### src/rtl/ibpl_out_stretch.sv
// Output cardlet: per-channel pulse stretch/invert, LED hold, readback sync, sticky config error.
// Latency 1 cycle internal_out->diob_out, 2 cycles diob_in->internal_in; no backpressure.
module ibpl_out_stretch #(
    parameter int CHANNELS   = 6,
    parameter int CNT_W      = 16,
    parameter int LED_HOLD   = 2500000,
    parameter int ERR_FILTER = 4
) (
    input  logic                clk_sys,
    input  logic                rstn_sys,
    input  logic [CHANNELS-1:0] internal_out,
    input  logic [CHANNELS-1:0] output_enable,
    input  logic [CHANNELS-1:0] output_act,
    input  logic [CHANNELS-1:0] input_enable,
    input  logic [CHANNELS-1:0] stretch_en,
    input  logic [CHANNELS-1:0] invert,
    input  logic [CNT_W-1:0]    min_pulse,
    input  logic                error_clr,
    input  logic [CHANNELS-1:0] diob_in,
    output logic [CHANNELS-1:0] diob_out,
    output logic [CHANNELS-1:0] diob_dir,
    output logic [CHANNELS-1:0] internal_in,
    output logic [CHANNELS-1:0] diob_led1,
    output logic [CHANNELS-1:0] diob_led2,
    output logic                plugin_error
);

    localparam int LED_W = $clog2(LED_HOLD + 1);
    localparam int ERR_W = $clog2(ERR_FILTER + 1);

    logic [CHANNELS-1:0] in_prev_q, in_prev_d;
    logic [CHANNELS-1:0] diob_out_q, diob_out_d;
    logic [CHANNELS-1:0] diob_led1_q, diob_led1_d;
    logic [CHANNELS-1:0] diob_led2_q, diob_led2_d;
    logic [CHANNELS-1:0] sync1_q, sync1_d;
    logic [CHANNELS-1:0] sync2_q, sync2_d;
    logic [CNT_W-1:0]    cnt_q [CHANNELS];
    logic [CNT_W-1:0]    cnt_d [CHANNELS];
    logic [LED_W-1:0]    led_cnt_q [CHANNELS];
    logic [LED_W-1:0]    led_cnt_d [CHANNELS];
    logic [ERR_W-1:0]    err_cnt_q, err_cnt_d;
    logic                plugin_error_q, plugin_error_d;

    logic [CHANNELS-1:0] stretch_s;
    logic [CNT_W-1:0]    load_val;
    logic                err_cond;
    logic                err_set;

    // Loading min_pulse-1 keeps the total high time at min_pulse including the edge cycle.
    assign load_val = (min_pulse == '0) ? '0 : min_pulse - CNT_W'(1);

    always_comb begin
        in_prev_d   = internal_out;
        stretch_s   = internal_out;
        diob_out_d  = '0;
        diob_led1_d = '0;
        diob_led2_d = output_enable;
        sync1_d     = diob_in;
        sync2_d     = sync1_q;
        for (int i = 0; i < CHANNELS; i++) begin
            cnt_d[i]     = '0;
            led_cnt_d[i] = '0;
            if (output_enable[i] && stretch_en[i]) begin
                stretch_s[i] = internal_out[i] | (cnt_q[i] != '0);
                if (internal_out[i] && !in_prev_q[i]) begin
                    cnt_d[i] = load_val;
                end else if (cnt_q[i] != '0) begin
                    cnt_d[i] = cnt_q[i] - CNT_W'(1);
                end
            end
            diob_out_d[i] = output_enable[i] & (stretch_s[i] ^ invert[i]);
            if (diob_out_d[i] != diob_out_q[i]) begin
                led_cnt_d[i] = LED_W'(LED_HOLD);
            end else if (led_cnt_q[i] != '0) begin
                led_cnt_d[i] = led_cnt_q[i] - LED_W'(1);
            end
            diob_led1_d[i] = output_act[i] | (led_cnt_q[i] != '0);
        end
    end

    // Set is judged on the registered count, so it wins over a coincident clear.
    always_comb begin
        err_cond  = |(input_enable & ~output_enable);
        err_set   = (err_cnt_q == ERR_W'(ERR_FILTER));
        err_cnt_d = '0;
        if (err_cond) begin
            err_cnt_d = err_set ? err_cnt_q : err_cnt_q + ERR_W'(1);
        end
        plugin_error_d = err_set | (plugin_error_q & ~(error_clr & ~err_cond));
    end

    always_ff @(posedge clk_sys or negedge rstn_sys) begin
        if (!rstn_sys) begin
            in_prev_q      <= '0;
            diob_out_q     <= '0;
            diob_led1_q    <= '0;
            diob_led2_q    <= '0;
            sync1_q        <= '0;
            sync2_q        <= '0;
            err_cnt_q      <= '0;
            plugin_error_q <= 1'b0;
            for (int i = 0; i < CHANNELS; i++) begin
                cnt_q[i]     <= '0;
                led_cnt_q[i] <= '0;
            end
        end else begin
            in_prev_q      <= in_prev_d;
            diob_out_q     <= diob_out_d;
            diob_led1_q    <= diob_led1_d;
            diob_led2_q    <= diob_led2_d;
            sync1_q        <= sync1_d;
            sync2_q        <= sync2_d;
            err_cnt_q      <= err_cnt_d;
            plugin_error_q <= plugin_error_d;
            for (int i = 0; i < CHANNELS; i++) begin
                cnt_q[i]     <= cnt_d[i];
                led_cnt_q[i] <= led_cnt_d[i];
            end
        end
    end

    assign diob_dir     = '1;
    assign diob_out     = diob_out_q;
    assign internal_in  = sync2_q;
    assign diob_led1    = diob_led1_q;
    assign diob_led2    = diob_led2_q;
    assign plugin_error = plugin_error_q;

endmodule

### config.mk
export PLATFORM = sky130hd
export DESIGN_NAME = ibpl_out_stretch
export DESIGN_NICKNAME = d
export VERILOG_FILES = /design/src/rtl/ibpl_out_stretch.sv
export SDC_FILE = /design/constraint.sdc
export NUM_CORES = 1
export LEC_CHECK = 0
export CAP_MARGIN = 40
export CORE_UTILIZATION = 54
export DETAILED_ROUTE_END_ITERATION = 10
export PLACE_DENSITY = 0.77
export SLEW_MARGIN = 25
export SYNTH_ARGS = -nofsm -noshare
export SYNTH_HDL_FRONTEND = slang
export SYNTH_SLANG_ARGS = --single-unit
### constraint.sdc
create_clock -name clk_sys -period 2.44 [get_ports clk_sys]
set_input_delay 0.732 -clock clk_sys [delete_from_list [all_inputs] [get_ports clk_sys]]
set_output_delay 0.732 -clock clk_sys [all_outputs]
set_load 0.005 [all_outputs]
==> flow_summary.json <==
{
  "antenna_found_initial": 0,
  "clock.fmax_mhz": 414.6,
  "end_kind": "flip-flop",
  "post-dp-hpwl_um": 24010,
  "placementRows": 59,
  "synth_flop_cell": "dfrtp_1",
  "fin_area_um2": 17810,
  "grt_pass1_vias": 11861,
  "cts.sink_count": 268,
  "overflow": 0,
  "met1_length_um": 15520,
  "r2r-end": "led_cnt_q[40]",
  "vdd_drop_max_mv": 0.7075,
  "boundaryPins": 92,
  "yosysWarnings": 0,
  "cp-start-kind": "input port",
  "clk_path_buf_depth": 3,
  "p_per_area_nw_per_um2": 821.8,
  "ys_ff_latch": 268,
  "core_area_um2": 25980,
  "vias": 12208,
  "ant_nets": 0,
  "maxCapViolCount": 0,
  "finalHoldViolCount": 0,
  "status": "finished, final reports clean",
  "reg2reg_setup_slack_ns": 0.09,
  "synthArstFlopShare": 1.000,
  "route.met3.wl_um": 1824,
  "grt_use_total": 0.2602,
  "fp.dieW_um": 164.6,
  "timing.hold.ws_ns": 0.08074,
  "cts.clk_slew.worst_paths_ns": 0.06,
  "post-route-period-util": 0.9885,
  "worst-path-max-fanout": 11,
  "timing.rr.start": "led_cnt_q[34]",
  "critPathKind": "input port to flip-flop",
  "insertion_delay_ns": 0.56,
  "fin_worst_skew_ns": 0.01847,
  "start_util": 0.5494,
  "synth_area_per_cell_um2": 9.732,
  "grt_max_degree": 52,
  "viasPerCell": 5.909,
  "root_buffer": "clkbuf_16",
  "ctsHtreeMaxLevel": 1,
  "cp.arrival_ns": 2.85,
  "required_ns": 2.88,
  "place_congestion": 0.9216,
  "yosysUniqueCellTypes": 72,
  "die_area_um2": 27090,
  "die_h_um": 164.6,
  "highest_layer": "met4",
  "finalSetupViolCount": 0,
  "firstDrtPassIters": 5,
  "synth_edf_count": 0,
  "period_needed_ns": 2.412,
  "nFillCells": 1995,
  "port_buffers": 85,
  "seq_area_frac_synth": 0.4698,
  "drt_iter0_drc": 970,
  "relSlewSlack": 0.4674,
  "p_total_uw": 14640,
  "postPlaceCellArea_um2": 16800,
  "routed_wl_um": 34640,
  "tritoncts": "yes",
  "fin_nets": 1786,
  "grt_pass1_wl_um": 57330,
  "hold_path.class": "input port to asynchronous set/reset pin",
  "leakagePower_uw": 0.007504,
  "postSynthCellCount": 1467,
  "areaGrowthSynthToFinish_pct": 24.78,
  "drive_gt1_frac": 0.1636,
  "slew_viol_final": 0,
  "reg2reg_depth": 5,
  "syn_area_um2": 14280,
  "drc": 0,
  "wl_per_cell_um": 16.77,
  "tightest_slew_ns": 0.7959,
  "wl_met2_um": 16710,
  "numCtsBuffers": 30
}
==> worst max path at each step <==
stage / from / cells past startpoint / endpoint
after floorplan: min_pulse[1] / 7 / cnt_q[14]
after global placement: min_pulse[1] / 10 / cnt_q[76]
after detailed placement: min_pulse[1] / 8 / cnt_q[14]
after CTS: min_pulse[4] / 7 / cnt_q[15]
after global routing: min_pulse[8] / 8 / cnt_q[29]
final: output_enable[4] / 7 / led_cnt_q[37]
==> final cells by class <==
class | count | area [µm²] | area share
flip-flops and latches | 268 | 6706 | 0.3765
clock buffers | 39 | 834.6 | 0.04685
diodes | 1 | 2.502 | 0.0001405
inverters | 38 | 160.2 | 0.008991
multi-input cells | 1111 | 7298 | 0.4097
clock inverters | 13 | 107.6 | 0.006041
repair buffers | 261 | 2285 | 0.1283
well taps | 335 | 419.2 | 0.02353
==> per-layer routing <==
metal  global-route usage  up-vias
met3              0.03742       53
met1               0.3622     5974
met5                    0        -
met2               0.4276      336
met4              0.06464        0
li1                     -     5845
==> cell usage after synthesis, types with 6 or more instances <==
cell | n | area (µm²)
o22ai_1 | 10 | 62.56
o22a_1 | 9 | 78.83
a22oi_1 | 12 | 90.09
clkbuf_1 | 35 | 131.4
nand3b_1 | 14 | 105.1
nor3b_1 | 16 | 120.1
nand4_1 | 17 | 106.4
mux2i_1 | 11 | 110.1
xnor2_1 | 104 | 910.9
nand4b_1 | 11 | 96.34
o21bai_1 | 16 | 120.1
dfrtp_1 | 268 | 6706
a21o_1 | 9 | 67.56
ha_1 | 15 | 187.7
o21ai_0 | 32 | 160.2
xor2_1 | 57 | 499.2
or4_1 | 24 | 180.2
inv_1 | 38 | 142.6
a22o_1 | 10 | 87.58
nor4b_1 | 6 | 52.55
a211oi_1 | 30 | 225.2
nor2_1 | 120 | 450.4
nand2_1 | 81 | 304.0
buf_4 | 6 | 45.04
or3_1 | 26 | 162.7
or2_2 | 10 | 62.56
nor3_1 | 96 | 480.5
o31a_1 | 6 | 52.55
o21a_1 | 12 | 90.09
buf_2 | 11 | 55.05
nand2b_1 | 16 | 100.1
a221o_1 | 7 | 70.07
o31ai_1 | 10 | 75.07
nor4_1 | 40 | 250.2
and3_1 | 19 | 118.9
nor2b_1 | 17 | 106.4
nand3_1 | 32 | 160.2
a21oi_1 | 127 | 635.6
==> where the power goes <==
group          switching [µW]  internal (µW)
Sequential                650           5060
Clock                    1790           2500
Combinational            2390           2240
==> registers in the layout (all words and copies together), names as in the netlist <==
name,cells
led_cnt_q,132
cnt_q,96
diob_led1,6
diob_led2,6
diob_out,6
in_prev_q,6
internal_in,6
sync1_q,6
err_cnt_q,3
plugin_error,1
==> cells in the final DEF (no fill, tap or decap), drive strengths merged, types with 18 or more instances in the layout <==
cell           count
dfrtp            268
buf              177
a21oi            127
nor2             120
xnor2            104
nor3             100
nand2             81
clkdlybuf4s50     80
xor2              57
nor4              44
clkbuf            40
inv               38
nand3             32
o21ai             32
a211oi            30
or4               29
or3               26
and3              19
nor3b             18
==> cell families after synthesis <==
logic type	synth area share
buffers and inverters	0.02699
XOR/XNOR	0.09877
AO/OA/AOI/OAI	0.1536
other	0.0002627
AND/OR/NAND/NOR	0.2282
multiplexers	0.009290
adder cells (fa/ha/maj)	0.01315
flip-flops	0.4698
==> critical path, stage by stage <==
cell and delay (ns):
clkdlybuf4s50_1 0.49, inv_1 0.06, or4b_4 0.46, o32a_1 0.36, a21bo_2 0.32, buf_4 0.18, a211oi_1 0.24
==> what timing repair did <==
item                       4_1_cts  5_1_grt
setup endpoints to repair       53       26
hold buffers                     0        0
gates cloned                     0        0
buffers inserted                 0        2
resized for setup                6       14
pin swaps                        1        1
==> metrics by stage <==
stage / cells / utilization / setup TNS (ns) / setup WS, ns
6_report: 2066 / 0.6855 / 0 / 0.02798
3_5_place_dp: 2011 / 0.6465 / -74.17 / -0.8174
3_3_place_gp: 2011 / 0.6465 / -67.01 / -0.7188
5_1_grt: 2065 / 0.6854 / -0.008170 / -0.005981
2_1_floorplan: 1472 / - / -0.2581 / -0.1363
4_1_cts: 2063 / 0.6829 / 0 / 0.01664
Power figures use the tool's default switching activity.
==> edit 1 (same flow settings) <==
Change the parameter `CNT_W` from 16 to 20.
--- a/src/rtl/ibpl_out_stretch.sv
+++ b/src/rtl/ibpl_out_stretch.sv
@@ -2,7 +2,7 @@
 // Latency 1 cycle internal_out->diob_out, 2 cycles diob_in->internal_in; no backpressure.
 module ibpl_out_stretch #(
     parameter int CHANNELS   = 6,
-    parameter int CNT_W      = 16,
+    parameter int CNT_W      = 20,
     parameter int LED_HOLD   = 2500000,
     parameter int ERR_FILTER = 4
 ) (
Ports: changed (resized min_pulse); port bits go from 92 to 96. No check against the original RTL was run, so the function may have changed too.
==> edit 1 against the original RTL <==
The flow now finishes with violations (negative setup slack). Final area rose by 12%. Largest cell class unchanged. Critical path type is now reg2reg. Global-route usage rose by 2.0 points. Worst setup slack got worse by 0.087 ns. Die area rose by 8.5%. Synthesized area rose by 8.6%. Routed wire length rose by 17%. Clock power rose by 14%. Largest power group unchanged. Maximum frequency fell by 3.5%. Total power rose by 13%. Non-clock buffer count rose by 44. Sequential cell count rose by 24. Sequential share of layout area fell by 1.0 points. Count of clock-buffer cells in the layout rose by 5.
==> edit 1: results (changes against the original RTL) <==
Parameter                              Value

CTS
  Number of instances resized during post-cts repair ... 19 (+13)
  # Post-CTS Setup Buffers ... 1 (+1)
  Number of buffers created by CTS ... 34 (+13%)
  Clock latency of the later-clocked register in the worst-skew pair ... 0.52 ns (-0.04 ns)
  H-Tree Level Count ... 2 (+1)

Synthesis
  Adder-cell area share of the yosys netlist ... 1.694% (+0.38 points)
  Xor and xnor fraction of the mapped netlist area ... 11.47% (+1.6 points)
  Fraction of the mapped netlist area in compound gates ... 11.83% (-3.5 points)
  Unique masters post-synth ... 71 (-1.4%)
  Dominant cells by area after synthesis ... sky130_fd_sc_hd__dfrtp_1 (47%), sky130_fd_sc_hd__xnor2_1 (5.8%), sky130_fd_sc_hd__xor2_1 (5.6%)
  Synth top cells by count ... sky130_fd_sc_hd__dfrtp_1 (292), sky130_fd_sc_hd__nor2_1 (162), sky130_fd_sc_hd__a21oi_1 (160)
  Mean post-synth cell area ... 9.456 um^2 (-2.8%)
  Sequential fraction of the synthesis area ... 47.12% (+0.14 points)
  Post-synthesis mux area share ... 1.000% (+0.071 points)

Routing
  Vias ... 13546 (+11%)
  Iteration-0 DRC count of the detailed router ... 926 (-4.5%)
  Drt pass-1 iters ... 6 (+1)
  Total Routed Length ... 40.44 mm (+17%)
  Per-cell routed wire length ... 17.39 um (+3.7%)

Power and ir drop
  Maximum ir drop on the vdd rail ... 0.5312 mV (-25%)
  Leakage power ... 8.659 nW (+15%)

Outcome
  Violated checks ... negative setup slack
  Result of the run ... complete, but fails checks

STA
  Setup total negative slack ... -0.3064 ns (-0.3064 ns)
  Slew margin rel. ... 52.14% (+5.4 points)
  Setup violations, final ... 13 (+13)
  Final Worst Setup Slack ... -0.05913 ns (-0.08711 ns)
  Post-route clock skew ... 0.02247 ns (+0.004002 ns)

Cells and area
  Share of cells above drive strength 1 ... 19.16% (+2.8 points)
  Post-layout net count ... 2012 (+13%)
  Layout filler cell count ... 2007 (+0.60%)
  Ant. Diodes ... 0 (-1)
  Area occupied by multi-input gates ... 0.008158 mm^2 (+12%)
  Largest registers ranked by flip-flop count ... led_cnt_q: 132 flops, cnt_q: 120 flops

Placement
  Placed cell count ... 2256 (+12%)
  Total of buffers placed on input and output ports ... 89 (+4.7%)
  Area post-placement ... 0.01849 mm^2 (+10%)
  Worst Setup Slack post-DPL ... -0.6995 ns (+0.1179 ns)
  Routability congestion estimate ... 0.9038 (-1.9%)
  Post-detail-place hpwl ... 27.76 mm (+16%)

GRT
  Global-route total usage across every layer ... 28.03% (+2.0 points)
  First-pass GRT wire length ... 66.22 mm (+16%)
  Via count of the first global-routing pass ... 13463 (+14%)
  Pin count of the biggest net entering global routing ... 53 (+1.9%)

Worst setup path
  Crit-path max FO ... 6 (-5)
  Gate family responsible for the most delay along the worst path ... simple AND/OR/NAND/NOR gates
  Worst R2R Path Depth ... 8 (+3)
  Arr. time, crit path ... 2.92 ns (+0.07 ns)
  Stage delay of the slowest cell on the critical path ... 0.59 ns (+0.10 ns)
  Cell with the largest stage delay on the worst path ... sky130_fd_sc_hd__or4_4
-- edit 1: metal layers --
metal / global-route usage, % / routed length (um) / vias up
met4: 9.744 / 1045 / 0
met5: 0 / 0 / -
met3: 4.809 / 2484 / 88
li1: - / - / 6384
met1: 37.83 / 17410 / 6648
met2: 45.59 / 19500 / 426
-- edit 1: power by group --
part	switching, mW	internal, mW
Combinational	2.90	2.55
Clock	2.02	2.88
Sequential	0.649	5.49
Total	5.57	10.9
-- edit 1: logic make-up after synthesis --
kind of cell	count (synthesis)
adder cells (fa/ha/maj)	21
flip-flops	292
multiplexers	15
XOR/XNOR	203
buffers and inverters	102
AND/OR/NAND/NOR	702
other	1
AO/OA/AOI/OAI	304
-- edit 1: final cells by class --
class	count	area share, %
clock buffer	44	4.803
clock inverter	13	0.5581
inverter	40	0.7524
multi-input combinational	1253	40.88
sequential	292	36.62
tap	378	2.370
timing repair buffer	305	14.01
-- edit 1: path summary, 6_finish.rpt --
kind,from,end,slack [ns]
worst min register to register,sync1_q[5],internal_in[5],0.35
worst min-delay path,rstn_sys,diob_led2[4],0.11
max in group asynchronous,rstn_sys,cnt_q[45],1.65
worst max register to register,cnt_q[68],led_cnt_q[75],-0.06
worst max-delay path,cnt_q[68],led_cnt_q[75],-0.06
min in group clk_sys,sync1_q[5],internal_in[5],0.35
-- edit 1: worst reg2reg max path, stage by stage (launching register included) --
cell and delay [ns]:
sky130_fd_sc_hd__dfrtp_1 0.38, sky130_fd_sc_hd__or3_4 0.39, sky130_fd_sc_hd__or4_4 0.59, sky130_fd_sc_hd__o21ai_4 0.22, sky130_fd_sc_hd__mux2i_4 0.31, sky130_fd_sc_hd__buf_6 0.14, sky130_fd_sc_hd__nand2_4 0.08, sky130_fd_sc_hd__buf_4 0.17
sky130_fd_sc_hd__a211oi_2 0.12
==> edit 2 (same flow settings) <==
Without the edit above. The output `diob_led2` loses its register stage (`diob_led2_q` becomes a continuous assignment).
--- a/src/rtl/ibpl_out_stretch.sv
+++ b/src/rtl/ibpl_out_stretch.sv
@@ -94,7 +94,6 @@
             in_prev_q      <= '0;
             diob_out_q     <= '0;
             diob_led1_q    <= '0;
-            diob_led2_q    <= '0;
             sync1_q        <= '0;
             sync2_q        <= '0;
             err_cnt_q      <= '0;
@@ -107,7 +106,6 @@
             in_prev_q      <= in_prev_d;
             diob_out_q     <= diob_out_d;
             diob_led1_q    <= diob_led1_d;
-            diob_led2_q    <= diob_led2_d;
             sync1_q        <= sync1_d;
             sync2_q        <= sync2_d;
             err_cnt_q      <= err_cnt_d;
@@ -119,6 +117,8 @@
         end
     end
 
+    assign diob_led2_q = diob_led2_d;
+
     assign diob_dir     = '1;
     assign diob_out     = diob_out_q;
     assign internal_in  = sync2_q;
Check against the original RTL: not equivalent (a bounded check fails within 4 cycles, from zero or initial values and one cycle with rstn_sys low).
==> edit 2 against the original RTL <==
Routed wire length is 1.7% higher. Core utilization is 0.77 points higher. Worst setup slack better by 0.018 ns. Total power is 1.7% lower. Sequential cell count is 6 lower. Synthesized area is 0.74% lower. Non-clock buffer count is 7 higher. Final area is 0.87% lower.
==> edit 2: results (changes against the original RTL) <==
Parameter                              Value

Outcome
  Result of the run ... complete, no violations

CTS
  Number of instances resized during post-cts repair ... 12 (+6)
  Number of buffers created by CTS ... 29 (-3.3%)
  Clock latency of the later-clocked register in the worst-skew pair ... 0.54 ns (-0.02 ns)

Placement
  Post-detail-place hpwl ... 24.58 mm (+2.4%)
  Routability congestion estimate ... 0.8882 (-3.6%)
  Worst Setup Slack post-DPL ... -0.7826 ns (+0.03475 ns)
  Placed cell count ... 2008 (-0.15%)

Power and ir drop
  Leakage power ... 7.427 nW (-1.0%)
  Power Clock ... 4.10 mW (-4%)
  Part of the total power dissipated in combinational logic ... 32.5% (+0.8 points)
  Switching pwr ... 4.765 mW (-1.5%)
  Maximum ir drop on the vdd rail ... 0.5684 mV (-20%)

Synthesis
  Xor and xnor fraction of the mapped netlist area ... 9.951% (+0.073 points)
  Fraction of the mapped netlist area in compound gates ... 15.47% (+0.11 points)
  Mean post-synth cell area ... 9.660 um^2 (-0.74%)
  Dominant cells by area after synthesis ... sky130_fd_sc_hd__dfrtp_1 (46%), sky130_fd_sc_hd__xnor2_1 (6.4%), sky130_fd_sc_hd__a21oi_1 (4.5%)
  Synth top cells by count ... sky130_fd_sc_hd__dfrtp_1 (262), sky130_fd_sc_hd__a21oi_1 (127), sky130_fd_sc_hd__nor2_1 (120)
  Post-synthesis mux area share ... 0.9359% (+0.0069 points)
  Adder-cell area share of the yosys netlist ... 1.324% (+0.0098 points)
  Sequential fraction of the synthesis area ... 46.27% (-0.71 points)

GRT
  Global-route total usage across every layer ... 26.63% (+0.60 points)
  Via count of the first global-routing pass ... 12053 (+1.6%)
  GR Util met2 ... 44.01% (+1.2 points)
  Pin count of the biggest net entering global routing ... 72 (+38%)
  Global Route met1 Usage ... 35.49% (-0.73 points)

Cells and area
  Ant. Diodes ... 0 (-1)
  Final cell count without fillers ... 2057 (-0.44%)

Routing
  Drt pass-1 iters ... 6 (+1)
  Total Routed Length ... 35.24 mm (+1.7%)
  Iteration-0 DRC count of the detailed router ... 727 (-25%)
  Via count normalized by instance count ... 5.947 (+0.65%)

STA
  Hold Slack ... 0.09599 ns (+0.01525 ns)
  Final period util ... 98.13% (-0.73 points)
  Post-route clock skew ... 0.01316 ns (-0.005306 ns)

Worst setup path
  Flop2flop setup slack ... 0.06 ns (-0.03 ns)
  Stage delay of the slowest cell on the critical path ... 0.45 ns (-0.04 ns)
  Crit-path max FO ... 4 (-7)
==> edit 2: worst max-delay path, delay by kind of cell <==
kind,cells,cell delay (ns)
buf+inv,2,0.62
simple gates,3,1.01
compound gates,1,0.34
mux,1,0.13
==> edit 2: path summary, 6_finish.rpt <==
path / start / endpoint
max: min_pulse[4] / cnt_q[15]
min: rstn_sys / diob_led1[1]
max reg2reg: led_cnt_q[34] / led_cnt_q[43]
min reg2reg: sync1_q[4] / internal_in[4]
max in group asynchronous: rstn_sys / led_cnt_q[42]
min in group clk_sys: sync1_q[4] / internal_in[4]
==> edit 2: layer usage <==
layer | part of all wire (%) | vias to the layer above
met2 | 48 | 333
met4 | 3.0 | 0
met5 | 0 | -
li1 | - | 5846
met3 | 5.2 | 84
met1 | 44 | 5971
==> edit 2: final cells by class <==
type	count	area (um^2)
clock buffer	42	824.5
clock inverter	6	55.05
fill	1882	7814
inverter	38	160.2
multi-input combinational	1111	7322
sequential	262	6556
tap	330	412.9
timing repair buffer	268	2327
